===== config.mk =====
export PLATFORM = sky130hd
export DESIGN_NAME = bus_cycle_controller
export DESIGN_NICKNAME = d
export VERILOG_FILES = /design/src/rtl/bus_cycle_controller.sv
export SDC_FILE = /design/constraint.sdc
export NUM_CORES = 1
export LEC_CHECK = 0
export BUFFER_PORTS_ARGS = -buffer_cell sky130_fd_sc_hd__buf_2
export CELL_PAD_IN_SITES_DETAIL_PLACEMENT = 2
export CELL_PAD_IN_SITES_GLOBAL_PLACEMENT = 2
export CORE_ASPECT_RATIO = 1.2
export CORE_MARGIN = 5
export CORE_UTILIZATION = 36
export DETAILED_ROUTE_END_ITERATION = 12
export GPL_TIMING_DRIVEN = 0
export HOLD_SLACK_MARGIN = 0.05
export PLACE_DENSITY = 0.81
export SYNTH_ARGS = -nofsm -noshare
export SYNTH_HDL_FRONTEND = slang
export SYNTH_SLANG_ARGS = --single-unit
export TNS_END_PERCENT = 20

===== constraint.sdc =====
create_clock -name Clk -period 2.35 [get_ports Clk]
set_clock_uncertainty 0.15 [all_clocks]
set_input_delay 0.1175 -clock Clk [delete_from_list [all_inputs] [get_ports Clk]]
set_output_delay 0.1175 -clock Clk [all_outputs]
set_load 0.05 [all_outputs]

===== src/rtl/bus_cycle_controller.sv =====
// Purpose: sequence each 68000 bus cycle, insert per-region waits, then drive DTACK or BERR.
// Latency: DTACK low after start edge + region WAIT + 1 (DRAM: the edge DramDtack_L is seen).
// Backpressure: acknowledge or error is held until the CPU negates AS_L; AS_L high mid-cycle aborts it.
module bus_cycle_controller #(
    parameter int ROM_WAIT = 1,
    parameter int RAM_WAIT = 0,
    parameter int IO_WAIT  = 2,
    parameter int TIMEOUT  = 255
) (
    input  logic Clk,
    input  logic Reset_L,
    input  logic AS_L,
    input  logic UDS_L,
    input  logic LDS_L,
    input  logic OnChipRomSelect_H,
    input  logic OnChipRamSelect_H,
    input  logic IOSelect_H,
    input  logic DramSelect_H,
    input  logic DramDtack_L,
    output logic DtackOut_L,
    output logic BErr_L,
    output logic CycleActive_H
);

    typedef enum logic [2:0] {
        IDLE,
        COUNT,
        DRAMWAIT,
        ACK,
        BERR
    } state_t;

    localparam logic [7:0] ROM_W8  = 8'(ROM_WAIT);
    localparam logic [7:0] RAM_W8  = 8'(RAM_WAIT);
    localparam logic [7:0] IO_W8   = 8'(IO_WAIT);
    // The timeout compares against the pre-increment count, so the last allowed value is TIMEOUT-1.
    localparam logic [7:0] TO_LAST = 8'(TIMEOUT - 1);

    state_t     state;
    logic [7:0] wait_cnt;
    logic [7:0] tmo_cnt;
    logic       unmapped;
    logic       cycle_start;

    // A cycle begins when the address strobe and at least one data strobe are asserted.
    assign cycle_start = !AS_L && (!UDS_L || !LDS_L);

    // Bus cycle state machine; every output is a register updated alongside the state.
    always_ff @(posedge Clk or negedge Reset_L) begin
        if (!Reset_L) begin
            state         <= IDLE;
            wait_cnt      <= 8'd0;
            tmo_cnt       <= 8'd0;
            unmapped      <= 1'b0;
            DtackOut_L    <= 1'b1;
            BErr_L        <= 1'b1;
            CycleActive_H <= 1'b0;
        end else begin
            case (state)
                IDLE: begin
                    DtackOut_L <= 1'b1;
                    BErr_L     <= 1'b1;
                    if (cycle_start) begin
                        tmo_cnt       <= 8'd0;
                        CycleActive_H <= 1'b1;
                        unmapped      <= 1'b0;
                        // Selects are captured here only; later changes are ignored.
                        if (OnChipRomSelect_H) begin
                            wait_cnt <= ROM_W8;
                            state    <= COUNT;
                        end else if (OnChipRamSelect_H) begin
                            wait_cnt <= RAM_W8;
                            state    <= COUNT;
                        end else if (IOSelect_H) begin
                            wait_cnt <= IO_W8;
                            state    <= COUNT;
                        end else if (DramSelect_H) begin
                            wait_cnt <= 8'd0;
                            state    <= DRAMWAIT;
                        end else begin
                            // Unmapped: park in COUNT until the timeout converts it to a bus error.
                            wait_cnt <= 8'd0;
                            unmapped <= 1'b1;
                            state    <= COUNT;
                        end
                    end else begin
                        CycleActive_H <= 1'b0;
                    end
                end

                COUNT: begin
                    if (AS_L) begin
                        state         <= IDLE;
                        wait_cnt      <= 8'd0;
                        tmo_cnt       <= 8'd0;
                        unmapped      <= 1'b0;
                        CycleActive_H <= 1'b0;
                    end else begin
                        if (tmo_cnt != 8'hFF) begin
                            tmo_cnt <= tmo_cnt + 8'd1;
                        end
                        if (unmapped) begin
                            if (tmo_cnt == TO_LAST) begin
                                state  <= BERR;
                                BErr_L <= 1'b0;
                            end
                        end else if (wait_cnt != 8'd0) begin
                            wait_cnt <= wait_cnt - 8'd1;
                        end else begin
                            state      <= ACK;
                            DtackOut_L <= 1'b0;
                        end
                    end
                end

                DRAMWAIT: begin
                    if (AS_L) begin
                        state         <= IDLE;
                        wait_cnt      <= 8'd0;
                        tmo_cnt       <= 8'd0;
                        CycleActive_H <= 1'b0;
                    end else if (!DramDtack_L) begin
                        // A DRAM acknowledge on the expiry edge still wins over the bus error.
                        state      <= ACK;
                        DtackOut_L <= 1'b0;
                    end else if (tmo_cnt == TO_LAST) begin
                        state  <= BERR;
                        BErr_L <= 1'b0;
                    end else if (tmo_cnt != 8'hFF) begin
                        tmo_cnt <= tmo_cnt + 8'd1;
                    end
                end

                ACK: begin
                    if (AS_L) begin
                        state         <= IDLE;
                        DtackOut_L    <= 1'b1;
                        CycleActive_H <= 1'b0;
                        wait_cnt      <= 8'd0;
                        tmo_cnt       <= 8'd0;
                        unmapped      <= 1'b0;
                    end
                end

                BERR: begin
                    if (AS_L) begin
                        state         <= IDLE;
                        BErr_L        <= 1'b1;
                        CycleActive_H <= 1'b0;
                        wait_cnt      <= 8'd0;
                        tmo_cnt       <= 8'd0;
                        unmapped      <= 1'b0;
                    end
                end

                default: begin
                    state         <= IDLE;
                    DtackOut_L    <= 1'b1;
                    BErr_L        <= 1'b1;
                    CycleActive_H <= 1'b0;
                end
            endcase
        end
    end

endmodule

* Yosys cells after proc, flatten, opt, wreduce, memory -nomap -nowiden
Cells that the tools add are included.
W data, S select, Z words.
** Word-level totals
- Flip-flop bits (word level) :: 23
- Word-level logic and storage cells :: 107
** Operators by class
- Add/subtract/negate cells :: 2
- Eq/ne operators :: 25
- Muxes and demuxes :: 51
- Bitwise gates (word level) :: 2
- Reduce and logical (&&, ||, !) cells :: 20
** Operator list (number)
- $mux W8 :: 11
- $pmux W8 S4 :: 1
- $mux W3 :: 8
- $pmux W8 S3 :: 1
- $ne A2 B2 Y1 const B :: 10
- $mux W1 :: 18
- $mux W2 :: 7
- $ne A3 B3 Y1 const B :: 4
- $pmux W3 S4 :: 1
- $reduce_and A5 Y1 :: 2
- $add A8 B1 Y8 const B :: 1
- $eq A8 B8 Y1 const B :: 1
- $ne A2 B1 Y1 const B :: 4
- $ne A8 B8 Y1 const B :: 1
- $pmux W1 S4 :: 2
- $reduce_bool A8 Y1 :: 1
- $sub A8 B1 Y8 const B :: 1
- $reduce_and A7 Y1 :: 1
- $eq A3 B2 Y1 const B :: 2
- $reduce_and A3 Y1 :: 2
- $reduce_and A6 Y1 :: 1
- $reduce_or A3 Y1 :: 2
- $ne A4 B4 Y1 const B :: 1
- $pmux W1 S2 :: 2
- 12 further kinds :: 15

* Depth between registers and ports, before layout
Gate-level depths: netlist of the first run.
- Depth after elaboration :: 6
- Gate-level depth with buffers :: 8
- Gate-level depth less buffers :: 7

* Worst setup path after synthesis of the first run
OpenSTA, ideal clock, no wires.
- Path type :: reg-to-reg
- Start point :: register state[1]
- End point :: register tmo_cnt[7]
- Arrival time :: 1.631 ns
- Data required time :: 2.122 ns
- Setup slack :: 0.491 ns
- Stages on the path, launching flop included :: 8
- Period minus slack after synthesis :: 1.859 ns
- Cells stage by stage :: dfrtp_1 > buf_2 > nor4bb_4 > a211oi_4 > o211ai_2 > buf_6 > or3_1 > a21oi_1
** Between the ends
- Cells in the longest elaborated chain, start to end :: 4
** Ends and longest elaborated chain
- from (decl) :: RTL line 39 : state_t state;
- from (signal assigned) :: RTL line 51 : state <= IDLE;
- from (signal assigned) :: RTL line 70 : state <= COUNT;
- from (signal assigned) :: RTL line 73 : state <= COUNT;
- $eq A3 B3 Y1 or $eq A3 B2 Y1 (tied branches) :: RTL line 59 : case (state)
- $reduce_or A2 Y1 (no line)
- $reduce_bool A4 Y1 (no line) or $ne A2 B1 Y1 (tied branches)
- $reduce_and A5 Y1 (no line)
- to (signal assigned) :: RTL line 100 : tmo_cnt <= tmo_cnt + 8'd1;
- to (signal assigned) :: RTL line 130 : tmo_cnt <= tmo_cnt + 8'd1;
- to (decl) :: RTL line 41 : logic [7:0] tmo_cnt;
Several ways; a longest one is shown, not always the timed one.
A chain may end at the register's enable or synchronous reset.

* Final worst setup path of the first run
- Start point :: register state[2]
- End point :: register wait_cnt[5]
** Between the ends
- Cells in the longest elaborated chain, start to end :: 4
** Ends and longest elaborated chain
- $eq A3 B3 Y1 or $eq A3 B2 Y1 (tied branches) :: RTL line 59
- $reduce_or A3 Y1 (no line)
- $ne A2 B1 Y1 (no line) or $reduce_bool A3 Y1 (tied branches)
- $reduce_and A5 Y1 (no line)
- to (signal assigned) :: RTL line 108 : wait_cnt <= wait_cnt - 8'd1;
- to (decl) :: RTL line 40 : logic [7:0] wait_cnt;
Several ways; a longest one is shown, not always the timed one.

==> impl_metrics.tcl, run 1 <==
set metrics [dict create \
    status "finished clean" \
    rr_endpoint "wait_cnt[5]" \
    grt_pass1_wl_mm 8.00 \
    worstHoldPathCells 3 \
    layoutNonFillerInstCount 257 \
    syn_to_final_growth_pct 15.1 \
    peakVddDrop_v 0.000395 \
    cp_max_fo 10 \
    fmax_mhz 471 \
    cts_root_buffer "clkbuf_8" \
    p_clk_frac 0.142 \
    critPathLaunch "state[2]" \
    grt_overflow 0 \
    h-tree-depth 1 \
    rr_worst_depth 6 \
    initial_core_util 0.369 \
    cts_buffers 3 \
    antenna_found_initial 0 \
    path_buf_inv 1 \
    maxSlewViolCount 0 \
    drive_gt1_frac 0.164 \
    io_buffers 11 \
    syn_area_per_cell_um2 8.61 \
    use_met1 0.192 \
    slowest_delay_ns 0.41 \
    intPower_w 0.00101 \
    insertion_delay_ns 0.28 \
    dp_cells 248 \
    cp-end-kind "register" \
    setup_violations 0 \
    drt_iter0_drc 41 \
    diodes 0 \
    p_leak_nw 0.729 \
    clock-sinks 23 \
    drcViolationCount 0 \
    crit_chain "buf_2, nor2_1, nand3b_2, nor3_1, nand2_1, o31ai_1" \
    required_ns 2.38 \
    ys.flop_type "dfrtp_1" \
    crit_cells 6 \
    core_um2 4230 \
    p_seq_frac 0.301 \
    clk_path_buf_depth 2 \
    rsz0062_at_grt "false" \
    hold_violations 0 \
    switching_share 0.479 \
    arrival_ns 2.16 \
    use_met3 0.0230 \
    p_per_area_nw_per_um2 1080 \
    die_area_um2 5750 \
    period_share 0.904 \
    routed_via_density 5.82 \
    die_w_um 70.1 \
    p_comb_frac 0.556 \
    ys_warn_count 0 \
    max_slew_margin 0.595 \
    fin_util 0.424 \
    reg2reg_from "state[2]" \
    synth.distinct_cells 49 \
    crit_type "register to register" \
    grtUsageMet2 0.357 \
    place_ws_ns 0.147 \
    start_kind "register" \
    syn_area_um2 1560 \
    ys_seq_elements 23 \
    drtAntennaViolNets 0 \
    grt_pass1_vias 1688 \
    grt_max_degree 24 \
    nets 216 \
    synth_edf_count 0 \
    rows 26 \
    hp-class "input port to register" \
    wl_per_cell_um 19.0 \
    cp_top_family "simple AND/OR/NAND/NOR gates" \
    worstMarginPinSlew_ns 0.602 \
    p_total_w 0.00193 \
    cts_tree "done" \
    ys_seq_area_frac 0.371 \
    num_io_pins 13 \
    gp_congestion 0.780 \
    fin_tns_setup_ns 0 \
    wirelength_mm 4.88 \
    cp_slowest_cell "nor3_1" \
    fillCellCount 486 \
    vias 1497 \
    cap_violations 0 \
    endpoint "wait_cnt[5]" \
    die-height_um 82.1 \
    reg2reg_slack_ns 0.23 \
    syn_nets 195 \
    busiest_layer "met2" \
    first_pass_iters 4 \
    dp_hpwl_mm 3.49 \
    syn-instance-count 181 \
    grt_usage 0.179 \
    async_flop_share 1.00 \
    worst_slack_ns 0.226 \
    switchingPower_w 0.000926 \
    min_period_ns 2.12 \
    path_clk_slew_ns 0.10 \
]
## area by class of cell
cell class                 count  area, µm²  share of cell area
clock inverter                 1       7.51             0.00418
sequential                    23        578               0.322
clock buffer                   3       41.3              0.0230
tap                           56       70.1              0.0391
inverter                       8       30.0              0.0167
timing repair buffer          16        105              0.0586
multi-input combinational    140        902               0.503
buffer                        10       60.1              0.0335
## routing by layer
| layer | wire length [µm] | up-vias |
|---|---|---|
| li1 | - | 709 |
| met1 | 2050 | 767 |
| met2 | 2680 | 14 |
| met3 | 71 | 7 |
| met4 | 86 | 0 |
| met5 | 0 | - |
## timing repair
action / CTS / global route
hold buffers: 5 / 0
endpoints found under the hold margin: 25 / 0
buffers inserted: 0 / 0
endpoints found under the setup margin: 0 / 8
gates resized for setup: 0 / 2
## cell usage after synthesis, drive strengths merged (3+ instances only)
library cell,number,share of area
inv,8,0.019
o21ai,20,0.064
clkbuf,4,0.0096
nor3b,3,0.014
nor4,3,0.012
dfrtp,21,0.34
a21oi,16,0.051
buf,6,0.029
nand2,10,0.024
nand3,9,0.029
nand3b,3,0.017
or3,7,0.028
nor2,16,0.039
o31ai,5,0.024
ha,4,0.032
nand4,3,0.012
o22ai,3,0.016
nor3,7,0.022
## worst min-delay path by stage
stage | start | endpoint | slack, ns
2_1_floorplan | Reset_L | CycleActive_H | -0.33
3_3_place_gp | Reset_L | tmo_cnt[0] | -0.01
3_5_place_dp | Reset_L | tmo_cnt[3] | -0.001
4_1_cts | AS_L | state[1] | 0.11
5_1_grt | AS_L | state[1] | 0.13
6_report | AS_L | state[1] | 0.12
## power by group through the flow
| stage | logic [W] | registers, W | clock network [W] |
|---|---|---|---|
| 6_report | 0.00108 | 0.000583 | 0.000275 |
| 2_1_floorplan | 0.000753 | 0.000606 | 0 |
| 3_5_place_dp | 0.00106 | 0.000592 | 0 |
| 4_1_cts | 0.00107 | 0.000584 | 0.000288 |
| 5_1_grt | 0.00119 | 0.000595 | 0.000303 |
| 3_3_place_gp | 0.000996 | 0.000580 | 0 |
## placed cells by master (no fill, tap or decap), drive strengths merged, types with 4 or more instances in the layout
cell type     n
ha            4
nor2         16
o21ai        20
nand2        10
or3           7
nand3         9
inv           8
nor3          7
clkbuf        7
dlygate4sd3   5
a21oi        16
o31ai         5
dfrtp        21
buf          17
## per-stage QoR
step	hold WS (ns)	area, µm²
2_1_floorplan	-0.328	1560
3_3_place_gp	-0.00993	1680
3_5_place_dp	-0.00101	1680
4_1_cts	0.113	1780
5_1_grt	0.129	1790
6_report	0.115	1790
## registers in the layout, summed over array words and instances (netlist names)
signal,flops
state,3
BErr_L,1
tmo_cnt,8
unmapped,1
wait_cnt,8
DtackOut_L,1
CycleActive_H,1
## worst register-to-register path, delay by kind of cell, from the launching register on
| kind | cells | cell delay (ns) |
|---|---|---|
| AND/OR/NAND/NOR | 4 | 1.08 |
| AO/OA/AOI/OAI | 1 | 0.26 |
| buffers and inverters | 1 | 0.18 |
| flip-flops | 1 | 0.37 |
## cells by family (layout without fill, tap and decap cells)
group	after synthesis	after routing	synth area share
AND/OR/NAND/NOR	73	73	0.266
AO/OA/AOI/OAI	61	61	0.261
multiplexers	1	1	0.00642
flip-flops	23	23	0.371
buffers and inverters	18	38	0.0578
XOR/XNOR	1	1	0.00562
adder cells (fa/ha/maj)	4	4	0.0321
No activity file was read; power rests on OpenSTA's default activity.
==> inputs of run 2 (changes only) <==
--- a/config.mk
+++ b/config.mk
@@ -15,6 +15,7 @@
 export GPL_TIMING_DRIVEN = 0
 export HOLD_SLACK_MARGIN = 0.05
 export PLACE_DENSITY = 0.81
+export RECOVER_POWER = 50
 export SYNTH_ARGS = -nofsm -noshare
 export SYNTH_HDL_FRONTEND = slang
 export SYNTH_SLANG_ARGS = --single-unit
==> impl_metrics.tcl, run 2 (same netlist as run 1, synthesis figures left out) <==
set metrics [dict create \
    drive_gt1_frac 0.154 \
    worst_slack_ns 0.226 \
    min_period_ns 2.12 \
    initial_core_util 0.369 \
    wl_per_cell_um 19.0 \
    worstMarginPinSlew_ns 1.39 \
    clock-sinks 23 \
    rows 26 \
    arrival_ns 2.16 \
    h-tree-depth 1 \
    drcViolationCount 0 \
    fmax_mhz 471 \
    core_um2 4230 \
    start_kind "register" \
    crit_type "register to register" \
    fin_hold_ws_ns 0.115 \
    antenna_found_initial 0 \
    crit_chain "buf_2, nor2_1, nand3b_2, nor3_1, nand2_1, o31ai_1" \
    die_w_um 70.1 \
    post_cts_buffers 0 \
    multi_input_area_um2 902 \
    cts_buffers 3 \
    grt_pass1_wl_mm 8.00 \
    first_pass_iters 4 \
    max_slew_margin 0.0759 \
    layout_commonest_cell "dfrtp_1" \
    slowest_delay_ns 0.41 \
    die-height_um 82.1 \
    hold_violations 0 \
    cap_violations 0 \
    fin_util 0.424 \
    setup_violations 0 \
    fin_tns_setup_ns 0 \
    place_ws_ns 0.147 \
    cp_slowest_cell "nor3_1" \
    grt_pass1_vias 1688 \
    vias 1496 \
    p_leak_nw 0.722 \
    rsz0062_at_grt "false" \
    nets 216 \
    wirelength_mm 4.88 \
    final_cell_mix "dfrtp_1 (21), nor2_1 (16), a21oi_1 (16), o21ai_0 (13), buf_2 (12)" \
    maxSlewViolCount 0 \
    cts_tree "done" \
    cp-end-kind "register" \
    cp_max_fo 10 \
    cts_root_buffer "clkbuf_8" \
    period_share 0.904 \
    diodes 0 \
    drtAntennaViolNets 0 \
    p_per_area_nw_per_um2 1080 \
    die_area_um2 5750 \
    dp_hpwl_mm 3.49 \
    clk_path_buf_depth 2 \
    grt_overflow 0 \
    peakVddDrop_v 0.000395 \
    gp_congestion 0.780 \
    hp-class "input port to register" \
    num_io_pins 13 \
    path_clk_slew_ns 0.10 \
    status "finished clean" \
    syn_to_final_growth_pct 14.9 \
    routed_via_density 5.82 \
    ff_latch_area_um2 578 \
    grt_usage 0.179 \
    grt_max_degree 24 \
    p_total_w 0.00193 \
    fillCellCount 488 \
    drt_iter0_drc 41 \
    insertion_delay_ns 0.28 \
    required_ns 2.38 \
    top_regs "tmo_cnt x8, wait_cnt x8, state x3" \
    io_buffers 11 \
]
run 2: cell count changes in the layout (fill, tap and decap cells not counted):
| cell | previous run | this run |
|---|---|---|
| clkbuf_1 | 4 | 6 |
| buf_2 | 14 | 12 |
run 2: worst paths after layout:
kind	from	slack (ns)	cells past startpoint	end
worst max-delay path	state[2]	0.23	6	wait_cnt[5]
worst min-delay path	AS_L	0.12	3	state[1]
worst max register to register	state[2]	0.23	6	wait_cnt[5]
worst min register to register	BErr_L	0.36	2	BErr_L
max in group asynchronous	Reset_L	0.70	2	wait_cnt[0]
min in group asynchronous	Reset_L	0.54	2	tmo_cnt[3]
run 2: stage by stage:
stage | area, µm² | std cells
6_report | 1790 | 257
5_1_grt | 1790 | 257
4_1_cts | 1780 | 257
3_5_place_dp | 1680 | 248
3_3_place_gp | 1680 | 248
2_1_floorplan | 1560 | 181
run 2: layout make-up:
cell class              instances  share of cell area
plain buffers                  10              0.0335
clock buffers                   3              0.0230
repair buffers                 16              0.0573
multi-input cells             140               0.503
clock inverters                 1             0.00419
flip-flops and latches         23               0.323
inverters                       8              0.0168
well taps                      56              0.0391
run 2: timing repair:
item | CTS | global route
endpoints found under the setup margin | 0 | 8
hold buffers | 5 | 0
endpoints found under the hold margin | 25 | 0
gates resized for setup | 0 | 2
run 2: where the power goes:
group          leakage [nW]  internal [W]  switching (W)  total [W]
Clock                0.0217      0.000121       0.000155   0.000275
Sequential            0.303      0.000497      0.0000863   0.000583
Combinational         0.397      0.000389       0.000686    0.00107
Total                 0.722       0.00101       0.000927    0.00193
run 2: critical path, delay by kind of cell, from the launching register on:
family / cells / cell delay, ns
simple gates: 4 / 1.08
flops: 1 / 0.37
compound gates: 1 / 0.26
buf+inv: 1 / 0.18
run 2: routing by layer:
metal  wire length, µm  GRT usage  part of all wire
met3                71     0.0230             0.015
met5                 0          0                 0
met4                86     0.0690             0.018
met1              2050      0.192              0.42
met2              2680      0.357              0.55
